## src/rtl/cpa.sv

```systemverilog
// Registered unsigned adder, (a + b) mod 2^WIDTH, with a two-level carry-lookahead core.
// Bits are grouped in fours; a top-level lookahead unit forms every group carry-in.
module cpa #(
  parameter int unsigned WIDTH = 13
) (
  input  logic             clk,
  input  logic             rst,
  input  logic [WIDTH-1:0] a,
  input  logic [WIDTH-1:0] b,
  output logic [WIDTH-1:0] sum
);

  localparam int unsigned NumGroups = (WIDTH + 3) / 4;
  localparam int unsigned PadWidth  = NumGroups * 4;

  // Padding bits have g = p = 0, which truncates the last group.
  logic [PadWidth-1:0]  g_pad, p_pad, c_pad;
  logic [NumGroups-1:0] grp_g, grp_p, grp_c;
  logic [WIDTH-1:0]     sum_d, sum_q;

  always_comb begin
    g_pad = PadWidth'(a & b);
    p_pad = PadWidth'(a ^ b);

    // Group generate/propagate terms.
    for (int k = 0; k < int'(NumGroups); k++) begin
      grp_g[k] = 1'b0;
      grp_p[k] = 1'b1;
      for (int t = 0; t < 4; t++) begin
        grp_g[k] = g_pad[k*4+t] | (p_pad[k*4+t] & grp_g[k]);
        grp_p[k] = grp_p[k] & p_pad[k*4+t];
      end
    end
  end

  // Second-level lookahead: each group carry-in as a flat sum of products.
  always_comb begin
    logic term;
    term = 1'b0;
    for (int k = 0; k < int'(NumGroups); k++) begin
      grp_c[k] = 1'b0;
      for (int j = 0; j < k; j++) begin
        term = grp_g[j];
        for (int m = j + 1; m < k; m++) begin
          term = term & grp_p[m];
        end
        grp_c[k] = grp_c[k] | term;
      end
    end
  end

  // First-level lookahead inside each group, seeded by the group carry-in.
  always_comb begin
    logic term;
    term = 1'b0;
    for (int k = 0; k < int'(NumGroups); k++) begin
      for (int t = 0; t < 4; t++) begin
        term = grp_c[k];
        for (int u = 0; u < t; u++) begin
          term = term & p_pad[k*4+u];
        end
        c_pad[k*4+t] = term;
        for (int s = 0; s < t; s++) begin
          term = g_pad[k*4+s];
          for (int u = s + 1; u < t; u++) begin
            term = term & p_pad[k*4+u];
          end
          c_pad[k*4+t] = c_pad[k*4+t] | term;
        end
      end
    end
  end

  always_comb begin
    sum_d = WIDTH'(p_pad ^ c_pad);
  end

  always_ff @(posedge clk or posedge rst) begin
    if (rst) begin
      sum_q <= '0;
    end else begin
      sum_q <= sum_d;
    end
  end

  assign sum = sum_q;

endmodule

```

## config.mk

```make
export PLATFORM = sky130hd
export DESIGN_NAME = cpa
export DESIGN_NICKNAME = d
export VERILOG_FILES = /design/src/rtl/cpa.sv
export SDC_FILE = /design/constraint.sdc
export NUM_CORES = 1
export LEC_CHECK = 0
export ABC_CLOCK_PERIOD_IN_PS = 800
export CAP_MARGIN = 25
export CORE_ASPECT_RATIO = 1.2
export CORE_UTILIZATION = 35
export DETAILED_ROUTE_END_ITERATION = 12
export GPL_ROUTABILITY_DRIVEN = 0
export PLACE_DENSITY = 0.8
export SETUP_SLACK_MARGIN = 0.3
export SYNTH_ARGS = -nofsm -noshare
export SYNTH_HDL_FRONTEND = slang
export SYNTH_SLANG_ARGS = --single-unit
```

## constraint.sdc

```tcl
create_clock -name clk -period 0.8 [get_ports clk]
set_input_delay 0.16 -clock clk [delete_from_list [all_inputs] [get_ports clk]]
set_output_delay 0.16 -clock clk [all_outputs]
set_load 0.005 [all_outputs]
```

## Yosys cells after proc, flatten, opt, wreduce, memory -nomap -nowiden

Index checks and enable logic that the tools add are counted.

- Memories: 0
- Register bits after elaboration: 13
- Input port bits: 28
- Latch bits: 0
- Bits in read-only memories: 0
- Logic and storage cells: 60
- Memory bits (writable): 0
- Output and inout port bits: 13

- Bitwise operators: 59
- $add $sub $neg: 0
- Reductions and logical operators: 0
- Equality and inequality tests: 0
- Shift operators: 0
- Multipliers: 0
- Div/mod/pow operators: 0
- Mux-type cells: 0
- Order comparisons: 0

Operators by type and width:

| cell | number |
|---|---|
| 1-bit AND | 30 |
| 1-bit OR | 26 |
| 13-bit XOR | 2 |
| 13-bit AND | 1 |

## Depth between registers and ports, before layout

Gate-level depths: netlist (run 1).

- Word-level depth: 16
- Depth in mapped cells: 12
- Gate-level depth less buffers: 12

## Worst setup path after synthesis (run 1)

Ideal clock, no wire load.

- Path kind: input -> register
- Start: in a[0]
- End: reg sum_q[11] (netlist: sum[11])
- Setup time: 80 ps
- Stages on the path: 12
- Setup slack: -1,701 ps
- Arrival: 2,421 ps
- Required time: 720 ps
- Path buffers: 0
- Cell sequence: ha_1 > fa_1 > fa_1 > a21o_1 > nand4_2 > nand3_2 > a21o_1 > ha_1 > o21a_1 > o21a_1 > nor2_1 > xnor2_1

- Longest elaborated chain between the ends: 16

RTL lines:

| what | line | RTL |
|---|---|---|
| from (decl) | 8 | `input logic [WIDTH-1:0] a,` |
| 13-bit AND | 22 | `g_pad = PadWidth'(a & b);` |
| 1-bit AND | 30 | `grp_g[k] = g_pad[k*4+t] \| (p_pad[k*4+t] & grp_g[k]);` |
| 1-bit OR | 30 |  |
| 1-bit AND | 30 |  |
| 1-bit OR | 30 |  |
| 1-bit AND | 30 |  |
| 1-bit OR | 30 |  |
| 1-bit AND | 45 | `term = term & grp_p[m];` |
| 1-bit OR | 47 | `grp_c[k] = grp_c[k] \| term;` |
| 1-bit AND (3 in series) | 60 | `term = term & p_pad[k*4+u];` |
| 1-bit OR (3 in series) | 68 | `c_pad[k*4+t] = c_pad[k*4+t] \| term;` |
| 13-bit XOR | 75 | `sum_d = WIDTH'(p_pad ^ c_pad);` |
| net sum_d[11] | 19 | `logic [WIDTH-1:0] sum_d, sum_q;` |
| to (signal assigned) | 82 | `sum_q <= sum_d;` |
| to (decl) | 19 |  |

The timed path passes the listed nets, and every way through them passes these cells.

## Worst setup path in the final report (run 1)

- Start: in b[0]
- End: reg sum_q[11] (netlist: sum[11])

- Longest elaborated chain between the ends: 16

RTL lines:

| what | line | RTL |
|---|---|---|
| from (decl) | 9 | `input logic [WIDTH-1:0] b,` |
| 13-bit AND | 22 |  |
| 1-bit AND | 30 |  |
| 1-bit OR | 30 |  |
| 1-bit AND | 30 |  |
| 1-bit OR | 30 |  |
| 1-bit AND | 30 |  |
| 1-bit OR | 30 |  |
| 1-bit AND | 45 |  |
| 1-bit OR | 47 |  |
| 1-bit AND (3 in series) | 60 |  |
| 1-bit OR (3 in series) | 68 |  |
| 13-bit XOR | 75 |  |
| net sum_d[11] | 19 |  |

The timed path passes the listed nets, and every way through them passes these cells.

==> results by group, run 1 <==
Clock network
  • Clock slew at reported path FFs: 70 ps
  • CTS tree: done
  • Total CTS buffers: 3
  • CTS root buffer: clkbuf_4
  • Sink Count: 13
  • Number of H-tree levels: 1
  • CTS Buffer Depth: 2

Place
  • Dpl ws: -2110 ps
  • Placed insts: 153
  • Detailed Place HPWL: 1603 µm
  • Placed instance area: 1431 µm²
  • Number of port buffers: 40

Power
  • Final Power: 2.092 mW
  • VDD IR-drop max: 0.6704 mV
  • Leak Pwr: 0.6969 nW
  • Pwr/cell area: 1418 nW/µm²

Logic synthesis
  • Post-Synth XOR/XNOR Area: 7.424%
  • Post-Syn Instances: 65
  • Area leader, netlist: dfrtp_1
  • Adder-Cell Fraction of Synth Area: 32.42%
  • Syn Nets: 112
  • Main combinational cell family by area after synthesis: adder cells
  • Netlist cell types: 18
  • Asr flop ratio synth: 100.0%
  • Post-Synth Simple-Gate Area: 9.091%
  • Top_reg_cell synth: dfrtp_1
  • Syn_area_per_cell: 12.70 µm²
  • Synth warn: 0
  • Share of the synthesized area in the top cell type: 39.39%
  • #FFs+latches synth: 13
  • Post-synth EDFFs: 0
  • Top cells by area, synth: dfrtp_1, ha_1, fa_1, o21a_1, xnor2_1
  • Compound-gate portion of the synthesized area: 11.21%
  • Multiplexer share of the synthesized area: 0%
  • Post-synthesis instance area: 825.8 µm²
  • Register area share after synthesis: 39.39%

STA
  • Tcrit/Tclk final: 273.7%
  • Setup TNS: -12770 ps
  • Hold slack: 92.22 ps
  • Setup ws final: -1390 ps
  • RSZ-0062 raised after global routing: true
  • Hold Vio Cnt, Final: 0
  • Worst Tran Pin Value: 205.3 ps
  • Max-slew violations: 0
  • Setup violators final: 24
  • Max-slew headroom: 86.27%
  • Min Tclk post-route: 2190 ps
  • Highest clock rate: 456.7 MHz

GRT
  • Global Route met1 Usage: 17.61%
  • Largest net degree at the start of global routing: 14
  • Number of global-route vias before repair: 821
  • Met3 GRT Util: 3.268%
  • Total GRT Usage: 17.89%
  • Initial antenna violation count: 0
  • GRT busiest layer: met2
  • M2 GR Usage: 31.35%
  • First-pass GRT wire length: 3298 µm
  • Congestion Overflow GR: 0

Critical path
  • Cell Chain, Critical Path: buf_6 -> ha_4 -> fa_2 -> fa_2 -> a21o_1 -> nand4_2 -> nand3_2 -> a21o_1 -> ha_2 -> o21a_1 -> o21a_1 -> nor2_2 -> xnor2_1
  • Startpoint types: input pin
  • WP data arrival: 2390 ps
  • Crit. End Element: register
  • Crit Path Max Fanout: 2
  • Max stage delay on crit path: 330 ps
  • Highest-delay cell along the critical path: fa_2
  • CP Class: input pin to register
  • Required @ worst endpoint: 1000 ps

Finish
  • Area delta synth->final: 78.64%
  • Final Util: 68.95%
  • Finished Layout Cells: 163
  • Antenna Diode Count: 0
  • Most frequent cells in the layout: clkdlybuf4s50_1, buf_4, buf_2
  • Layout Nets: 181
  • Layout cell share with drive strength beyond 1: 44.36%
  • Final instance area: 1475 µm²
  • Number of flip-flops in the largest register: 13
  • Most common cell after layout, fill and taps aside: clkdlybuf4s50_1

Die
  • Initial Util: 38.60%
  • Total core area: 2140 µm²
  • Die W: 46.34 µm
  • Vert. Die Dim: 55.21 µm
  • FP Rows: 18
  • Die Footprint: 2558 µm²
  • Ports: 41

Drt
  • Drt total wl: 2081 µm
  • WL per Instance: 12.77 µm
  • Pre-antenna DRT Iters: 3
  • Via count: 756
  • Number of remaining DRC errors: 0
  • Drt first-iter violations: 3
  • Via-per-instance ratio: 4.638
  • Post-route ant nets: 0

Status
  • Outcome: complete, but fails checks
  • Failing checks: negative setup slack

Worst hold path
  • Hold WC Path Type: input pin to register

Job
  • MaxCap Viol Count: 0
-- final timing paths --
check,cells after the start,start,to,slack (ps)
min in group asynchronous,3,rst,sum[7]$_DFF_PP0_,180
max in group asynchronous,3,rst,sum[12]$_DFF_PP0_,500
hold / removal,2,a[0],sum[0]$_DFF_PP0_,90
setup / recovery,13,b[0],sum[11]$_DFF_PP0_,-1390
-- critical path: cells and delay by family --
family / cells / cell delay, ps
simple gates: 3 / 250
fa+ha+maj: 4 / 980
buf+inv: 1 / 100
xor+xnor: 1 / 120
compound gates: 4 / 770
-- routing by layer --
metal | share of wire [%] | vias up
met5 | 0 | -
met4 | 2.5 | 0
met3 | 4.2 | 5
met2 | 57 | 29
met1 | 36 | 355
li1 | - | 367
-- area by class of cell --
type                            count  area [µm²]
Multi-Input combinational cell     51       551.8
Tap cell                           30       37.54
Clock buffer                        4       26.28
Sequential cell                    13       325.3
Timing Repair Buffer               64       530.5
Inverter                            1       3.754
Fill cell                         168       664.4
-- cell usage after synthesis (2+ instances only) --
master and number:
xor2_1 3, nand2_1 2, a21oi_1 3, dfrtp_1 13, fa_1 4, xnor2_1 4
a21o_1 2, nor2_1 5, o21a_1 5, nor3_1 2, ha_1 15
-- cells by family after synthesis --
| family | Yosys count |
|---|---|
| AND/OR/NAND/NOR | 13 |
| adder cells (fa/ha/maj) | 19 |
| flip-flops | 13 |
| XOR/XNOR | 7 |
| AO/OA/AOI/OAI | 12 |
| buffers and inverters | 1 |
-- timing repair --
| item | CTS | global route |
|---|---|---|
| pin swaps | 11 | 4 |
| setup buffers | 3 | 3 |
| hold buffers | 0 | 0 |
| gates resized for setup | 73 | 5 |
| endpoints found under the setup margin | 26 | 25 |
-- where the power goes --
group	total, mW	internal [mW]	switching [mW]	leakage (nW)
registers	0.805	0.779	0.0265	0.151
clock network	0.410	0.194	0.216	0.0150
logic	0.877	0.517	0.360	0.531
(Power assumes the default switching activity.)
==> run 2: changes to the inputs <==
Settings changed: PLACE_DENSITY 0.8 to 0.72.
==> run 2 against run 1 <==
The run still ends with negative setup slack left. Hold slack better by 9.5 ps. Total power shrank 3.7%. Count of clock-buffer cells in the layout is the same. Clock power decreased by 5%. Cell area is 2.4% lower. Cell count fell by 2.5%. Utilization is 1.6 points lower. Die area unchanged. Largest cell class unchanged.
==> results by group, run 2 (same netlist as run 1, synthesis figures left out) <==
Status
  • Outcome: complete, but fails checks
  • Failing checks: negative setup slack

Drt
  • Top sig layer: met4
  • WL met1: 701 µm (-7.0%)
  • Met2 routed WL: 1012 µm (-15%)
  • Drt first-iter violations: 4 (+1)
  • Met3 wire length: 108 µm (+23%)
  • WL per Instance: 11.64 µm (-8.9%)
  • Via-per-instance ratio: 4.572 (-1.4%)
  • Via count: 727 (-3.8%)
  • Post-route ant nets: 0 (unchanged)
  • Number of remaining DRC errors: 0 (unchanged)
  • Drt total wl: 1850 µm (-11%)
  • Pre-antenna DRT Iters: 2 (-1)

Job
  • MaxCap Viol Count: 0 (unchanged)

Finish
  • Most common cell after layout, fill and taps aside: clkdlybuf4s50_1
  • Finished Layout Cells: 159 (-2.5%)
  • Layout fillers: 169 (+0.60%)
  • Layout Nets: 177 (-2.2%)
  • Antenna Diode Count: 0 (unchanged)
  • Area delta synth->final: 74.39%
  • Number of flip-flops in the largest register: 13 (unchanged)
  • Most frequent cells in the layout: clkdlybuf4s50_1, buf_4, buf_2
  • Layout cell share with drive strength beyond 1: 42.64% (-1.7 points)

STA
  • Tcrit/Tclk final: 270.6% (-3.1 points)
  • Hold slack: 101.7 ps (+9.492 ps)
  • Setup violators final: 24 (unchanged)
  • Highest clock rate: 461.9 MHz (+1.1%)
  • Setup ws final: -1365 ps (+24.55 ps)
  • Min Tclk post-route: 2165 ps (-24.55 ps)
  • RSZ-0062 raised after global routing: true
  • Hold Vio Cnt, Final: 0 (unchanged)
  • Worst Tran Pin Value: 189.3 ps (-15.93 ps)
  • Max-slew violations: 0 (unchanged)
  • Max-slew headroom: 87.34% (+1.1 points)

Place
  • Detailed Place HPWL: 1510 µm (-5.8%)
  • Number of port buffers: 40 (unchanged)
  • Placed insts: 152 (-0.65%)

Worst hold path
  • Hold WC Path Type: input pin to register
  • Hold path depth: 2 (unchanged)

Critical path
  • Top Family by Delay on Critical Path: adder cells
  • Cell Chain, Critical Path: buf_6 -> ha_4 -> fa_2 -> fa_2 -> a21o_1 -> nand4_2 -> nand3_2 -> a21o_1 -> buf_4 -> buf_6 -> fa_2 -> xor2_1
  • CP dominant cell by count: fa_2
  • WP data arrival: 2320 ps (-70 ps)
  • Highest-delay cell along the critical path: fa_2
  • Crit Path Max Fanout: 2 (unchanged)
  • Startpoint types: input pin
  • CP Class: input pin to register
  • Crit. End Element: register
  • Worst path depth: 12 (-1)
  • Max stage delay on crit path: 350 ps (+20 ps)
  • WP buf/inv: 3 (+2)
  • Required @ worst endpoint: 960 ps (-40 ps)

Die
  • Die Footprint: 2558 µm² (unchanged)
  • Total core area: 2140 µm² (unchanged)
  • Die W: 46.34 µm (unchanged)
  • Vert. Die Dim: 55.21 µm (unchanged)
  • Ports: 41 (unchanged)
  • Initial Util: 38.60% (unchanged)
  • FP Rows: 18 (unchanged)

Clock network
  • Hold_buf cts: 0 (unchanged)
  • Total CTS buffers: 3 (unchanged)
  • Clock slew at reported path FFs: 80 ps (about the same)
  • CTS Buffer Depth: 2 (unchanged)
  • CTS root buffer: clkbuf_4
  • Number of H-tree levels: 1 (unchanged)
  • Sink Count: 13 (unchanged)
  • CTS tree: done

GRT
  • Initial antenna violation count: 0 (unchanged)
  • Largest net degree at the start of global routing: 14 (unchanged)
  • First-pass GRT wire length: 3063 µm (-7.1%)
  • Total GRT Usage: 16.20% (-1.7 points)
  • Congestion Overflow GR: 0 (unchanged)
  • Number of global-route vias before repair: 765 (-6.8%)

Power
  • Pwr/cell area: 1398 nW/µm² (-1.4%)
  • VDD IR-drop max: 0.6431 mV (-4.1%)
  • Leak Pwr: 0.6761 nW (-3.0%)
## run 2: repair_timing
action                                  CTS  global route
endpoints found under the setup margin   26            25
endpoints found under the hold margin     0             0
buffers inserted                          2             1
pin swaps                                17             7
gates resized for setup                  75             3
## run 2: layout make-up
cell class	instances	area (µm²)	area share (%)
sequential	13	325.3	22.59
timing repair buffer	60	504.2	35.01
clock buffer	4	26.28	1.825
tap	30	37.54	2.606
multi-input combinational	51	543.0	37.71
inverter	1	3.754	0.2606
## run 2: layer usage
| layer | up-vias | GRT usage, % |
|---|---|---|
| met5 | - | 0 |
| met4 | 0 | 8.403 |
| met3 | 2 | 2.941 |
| met2 | 23 | 28.37 |
| met1 | 344 | 17.08 |
| li1 | 358 | - |
## run 2: final timing paths
kind	start	endpoint	slack, ps
max in group asynchronous	rst	sum[6]$_DFF_PP0_	500
worst max-delay path	b[0]	sum[9]$_DFF_PP0_	-1370
worst min-delay path	a[0]	sum[0]$_DFF_PP0_	100
min in group asynchronous	rst	sum[10]$_DFF_PP0_	190
## run 2: metrics by stage
step	util (%)	worst slack [ps]	power, mW	TNS (ps)	cell area [µm²]
floorplan	-	-1575	1.136	-11830	845.8
global placement	66.55	-2054	1.687	-21000	1424
detailed placement	66.55	-2109	1.713	-21590	1424
CTS	66.55	-1384	2.024	-12670	1424
global route	67.31	-1442	2.164	-13620	1440
finish	67.31	-1365	2.014	-12640	1440
## run 2: where the power goes
part           leakage (nW)  internal [mW]  switching [mW]
clock                0.0150          0.193           0.198
sequential            0.151          0.778          0.0261
combinational         0.510          0.488           0.330
total                 0.676           1.46           0.555
==> run 3: changes to the inputs <==
Settings changed: SKIP_CTS_REPAIR_TIMING set to 1.
==> run 3 against run 2 <==
The run still ends with negative setup slack left. Largest power group is now sequential cells. Utilization decreased by 0.47 points. Maximum frequency down 1.0%. Global-route usage decreased by 0.51 points. Sequential power rose by 0.6%. Highest routed layer unchanged. Critical endpoint is now sum[11]$_DFF_PP0_.
==> results by group, run 3 (same netlist as run 1, synthesis figures left out) <==
Status
  • Outcome: complete, but fails checks
  • Failing checks: negative setup slack

Worst hold path
  • Hold Path End: sum[0]$_DFF_PP0_
  • Hold WC Path Type: input pin to register
  • Min-delay src: a[0]
  • Hold path depth: 2 (unchanged)

Drt
  • Number of remaining DRC errors: 0 (unchanged)
  • Drt total wl: 1808 µm (-2.3%)
  • Pre-antenna DRT Iters: 2 (unchanged)
  • Drt first-iter violations: 5 (+1)
  • Via-per-instance ratio: 4.592 (+0.44%)
  • Post-route ant nets: 0 (unchanged)
  • WL per Instance: 11.52 µm (-1.0%)
  • Via count: 721 (-0.83%)

Finish
  • Number of flip-flops in the largest register: 13 (unchanged)
  • Antenna Diode Count: 0 (unchanged)
  • Finished Layout Cells: 157 (-1.3%)
  • Final instance area: 1430 µm² (-0.70%)
  • Area delta synth->final: 73.18%
  • Layout Nets: 175 (-1.1%)
  • Most frequent cells in the layout: clkdlybuf4s50_1, buf_4, ha_1, clkbuf_2, dfrtp_1
  • Most common cell after layout, fill and taps aside: clkdlybuf4s50_1
  • Layout cell share with drive strength beyond 1: 40.16% (-2.5 points)
  • Layout fillers: 172 (+1.8%)
  • Final Util: 66.84% (-0.47 points)

STA
  • Min Tclk post-route: 2187 ps (+22.19 ps)
  • Setup ws final: -1387 ps (-22.19 ps)
  • Worst Tran Pin Value: 189.3 ps (-0.02348 ps)
  • RSZ-0062 raised after global routing: true
  • Tcrit/Tclk final: 273.4% (+2.8 points)
  • Max-slew violations: 0 (unchanged)
  • Hold Vio Cnt, Final: 0 (unchanged)
  • Max-slew headroom: 87.34% (about the same)
  • Highest clock rate: 457.2 MHz (-1.0%)
  • Setup violators final: 24 (unchanged)

Critical path
  • Crit Path Max Fanout: 2 (unchanged)
  • WP data arrival: 2380 ps (+60 ps)
  • Worst path depth: 13 (+1)
  • Crit. End Element: register
  • WP buf/inv: 1 (-2)
  • Startpoint types: input pin
  • Highest-delay cell along the critical path: fa_2
  • CP Class: input pin to register
  • Cell Chain, Critical Path: buf_6 -> ha_4 -> fa_2 -> fa_2 -> a21o_1 -> nand4_2 -> nand3_2 -> a21o_1 -> ha_2 -> o21a_1 -> o21a_1 -> nor2_2 -> xnor2_1
  • Top Family by Delay on Critical Path: adder cells
  • Required @ worst endpoint: 1000 ps (+40 ps)
  • Max stage delay on crit path: 380 ps (+30 ps)

Clock network
  • CTS root buffer: clkbuf_4
  • Sink Count: 13 (unchanged)
  • CTS tree: done
  • Number of H-tree levels: 1 (unchanged)
  • CTS Buffer Depth: 2 (unchanged)
  • Clock slew at reported path FFs: 80 ps (about the same)
  • Total CTS buffers: 3 (unchanged)

GRT
  • Largest net degree at the start of global routing: 14 (unchanged)
  • Initial antenna violation count: 0 (unchanged)
  • Congestion Overflow GR: 0 (unchanged)
  • Total GRT Usage: 15.69% (-0.51 points)
  • First-pass GRT wire length: 2967 µm (-3.1%)
  • Number of global-route vias before repair: 742 (-3.0%)

Power
  • Leak Pwr: 0.6857 nW (+1.4%)
  • Pwr/cell area: 1397 nW/µm² (about the same)
  • Final Power: 1.998 mW (-0.79%)
  • Sw frac: 27.77% (+0.22 points)
  • Comb power frac: 39.8% (-0.8 points)
  • Cell Int Power: 1.443 mW (-1.1%)
  • Reg power frac: 40.5% (+0.6 points)
  • Clock share of power: 19.7% (+0.3 points)
  • VDD IR-drop max: 0.6436 mV (about the same)
  • Sw power: 0.5548 mW (about the same)

Place
  • Dpl ws: -2109 ps (unchanged)
  • Detailed Place HPWL: 1510 µm (unchanged)
  • Placed insts: 152 (unchanged)
  • Placed instance area: 1424 µm² (unchanged)
  • Number of port buffers: 40 (unchanged)

Die
  • FP Rows: 18 (unchanged)
  • Die Footprint: 2558 µm² (unchanged)
  • Die W: 46.34 µm (unchanged)
  • Total core area: 2140 µm² (unchanged)
  • Ports: 41 (unchanged)
  • Vert. Die Dim: 55.21 µm (unchanged)
  • Initial Util: 38.60% (unchanged)

Job
  • MaxCap Viol Count: 0 (unchanged)
-- run 3: changes by cell type in the layout (fill, tap and decap cells not counted), sizes merged --
cell           change
buf               -16
clkbuf            +13
dlymetal6s2s       +2
clkdlybuf4s15      -1
-- run 3: final cells by class --
class / count / area (µm²) / area share [%]
Inverter: 1 / 3.754 / 0.2625
Multi-Input combinational cell: 51 / 543.0 / 37.97
Timing Repair Buffer: 58 / 494.2 / 34.56
Sequential cell: 13 / 325.3 / 22.75
Clock buffer: 4 / 26.28 / 1.837
Tap cell: 30 / 37.54 / 2.625
-- run 3: metal layers --
metal | track usage, % | routed length, µm | share of wire [%] | vias up
li1 | - | - | - | 354
met1 | 16.67 | 682 | 38 | 338
met2 | 27.18 | 967 | 53 | 25
met3 | 2.941 | 118 | 6.5 | 4
met4 | 8.403 | 40 | 2.2 | 0
met5 | 0 | 0 | 0 | -
-- run 3: how the worst max path moves through the flow --
stage          slack [ps]           endpoint  startpoint
2_1_floorplan       -1570  sum[11]$_DFF_PP0_        a[0]
3_3_place_gp        -2050  sum[11]$_DFF_PP0_        a[0]
3_5_place_dp        -2110  sum[11]$_DFF_PP0_        a[0]
4_1_cts             -1830  sum[11]$_DFF_PP0_        a[0]
5_1_grt             -1470  sum[11]$_DFF_PP0_        b[0]
6_report            -1390  sum[11]$_DFF_PP0_        b[0]
-- run 3: stage by stage --
| step | setup TNS [ps] | hold slack, ps |
|---|---|---|
| 5_1_grt | -13410 | 94.04 |
| 3_3_place_gp | -21000 | 474.2 |
| 2_1_floorplan | -11830 | 36.96 |
| 3_5_place_dp | -21590 | 474.9 |
| 4_1_cts | -21890 | 190.1 |
| 6_report | -12410 | 100.6 |
-- run 3: power groups by stage --
stage               combinational [mW]  clock, mW  sequential (mW)
global placement                 0.868          0            0.819
floorplan                        0.292          0            0.844
global route                     0.881      0.440            0.824
finish                           0.795      0.393            0.810
CTS                              0.892      0.409            0.810
detailed placement               0.889          0            0.824
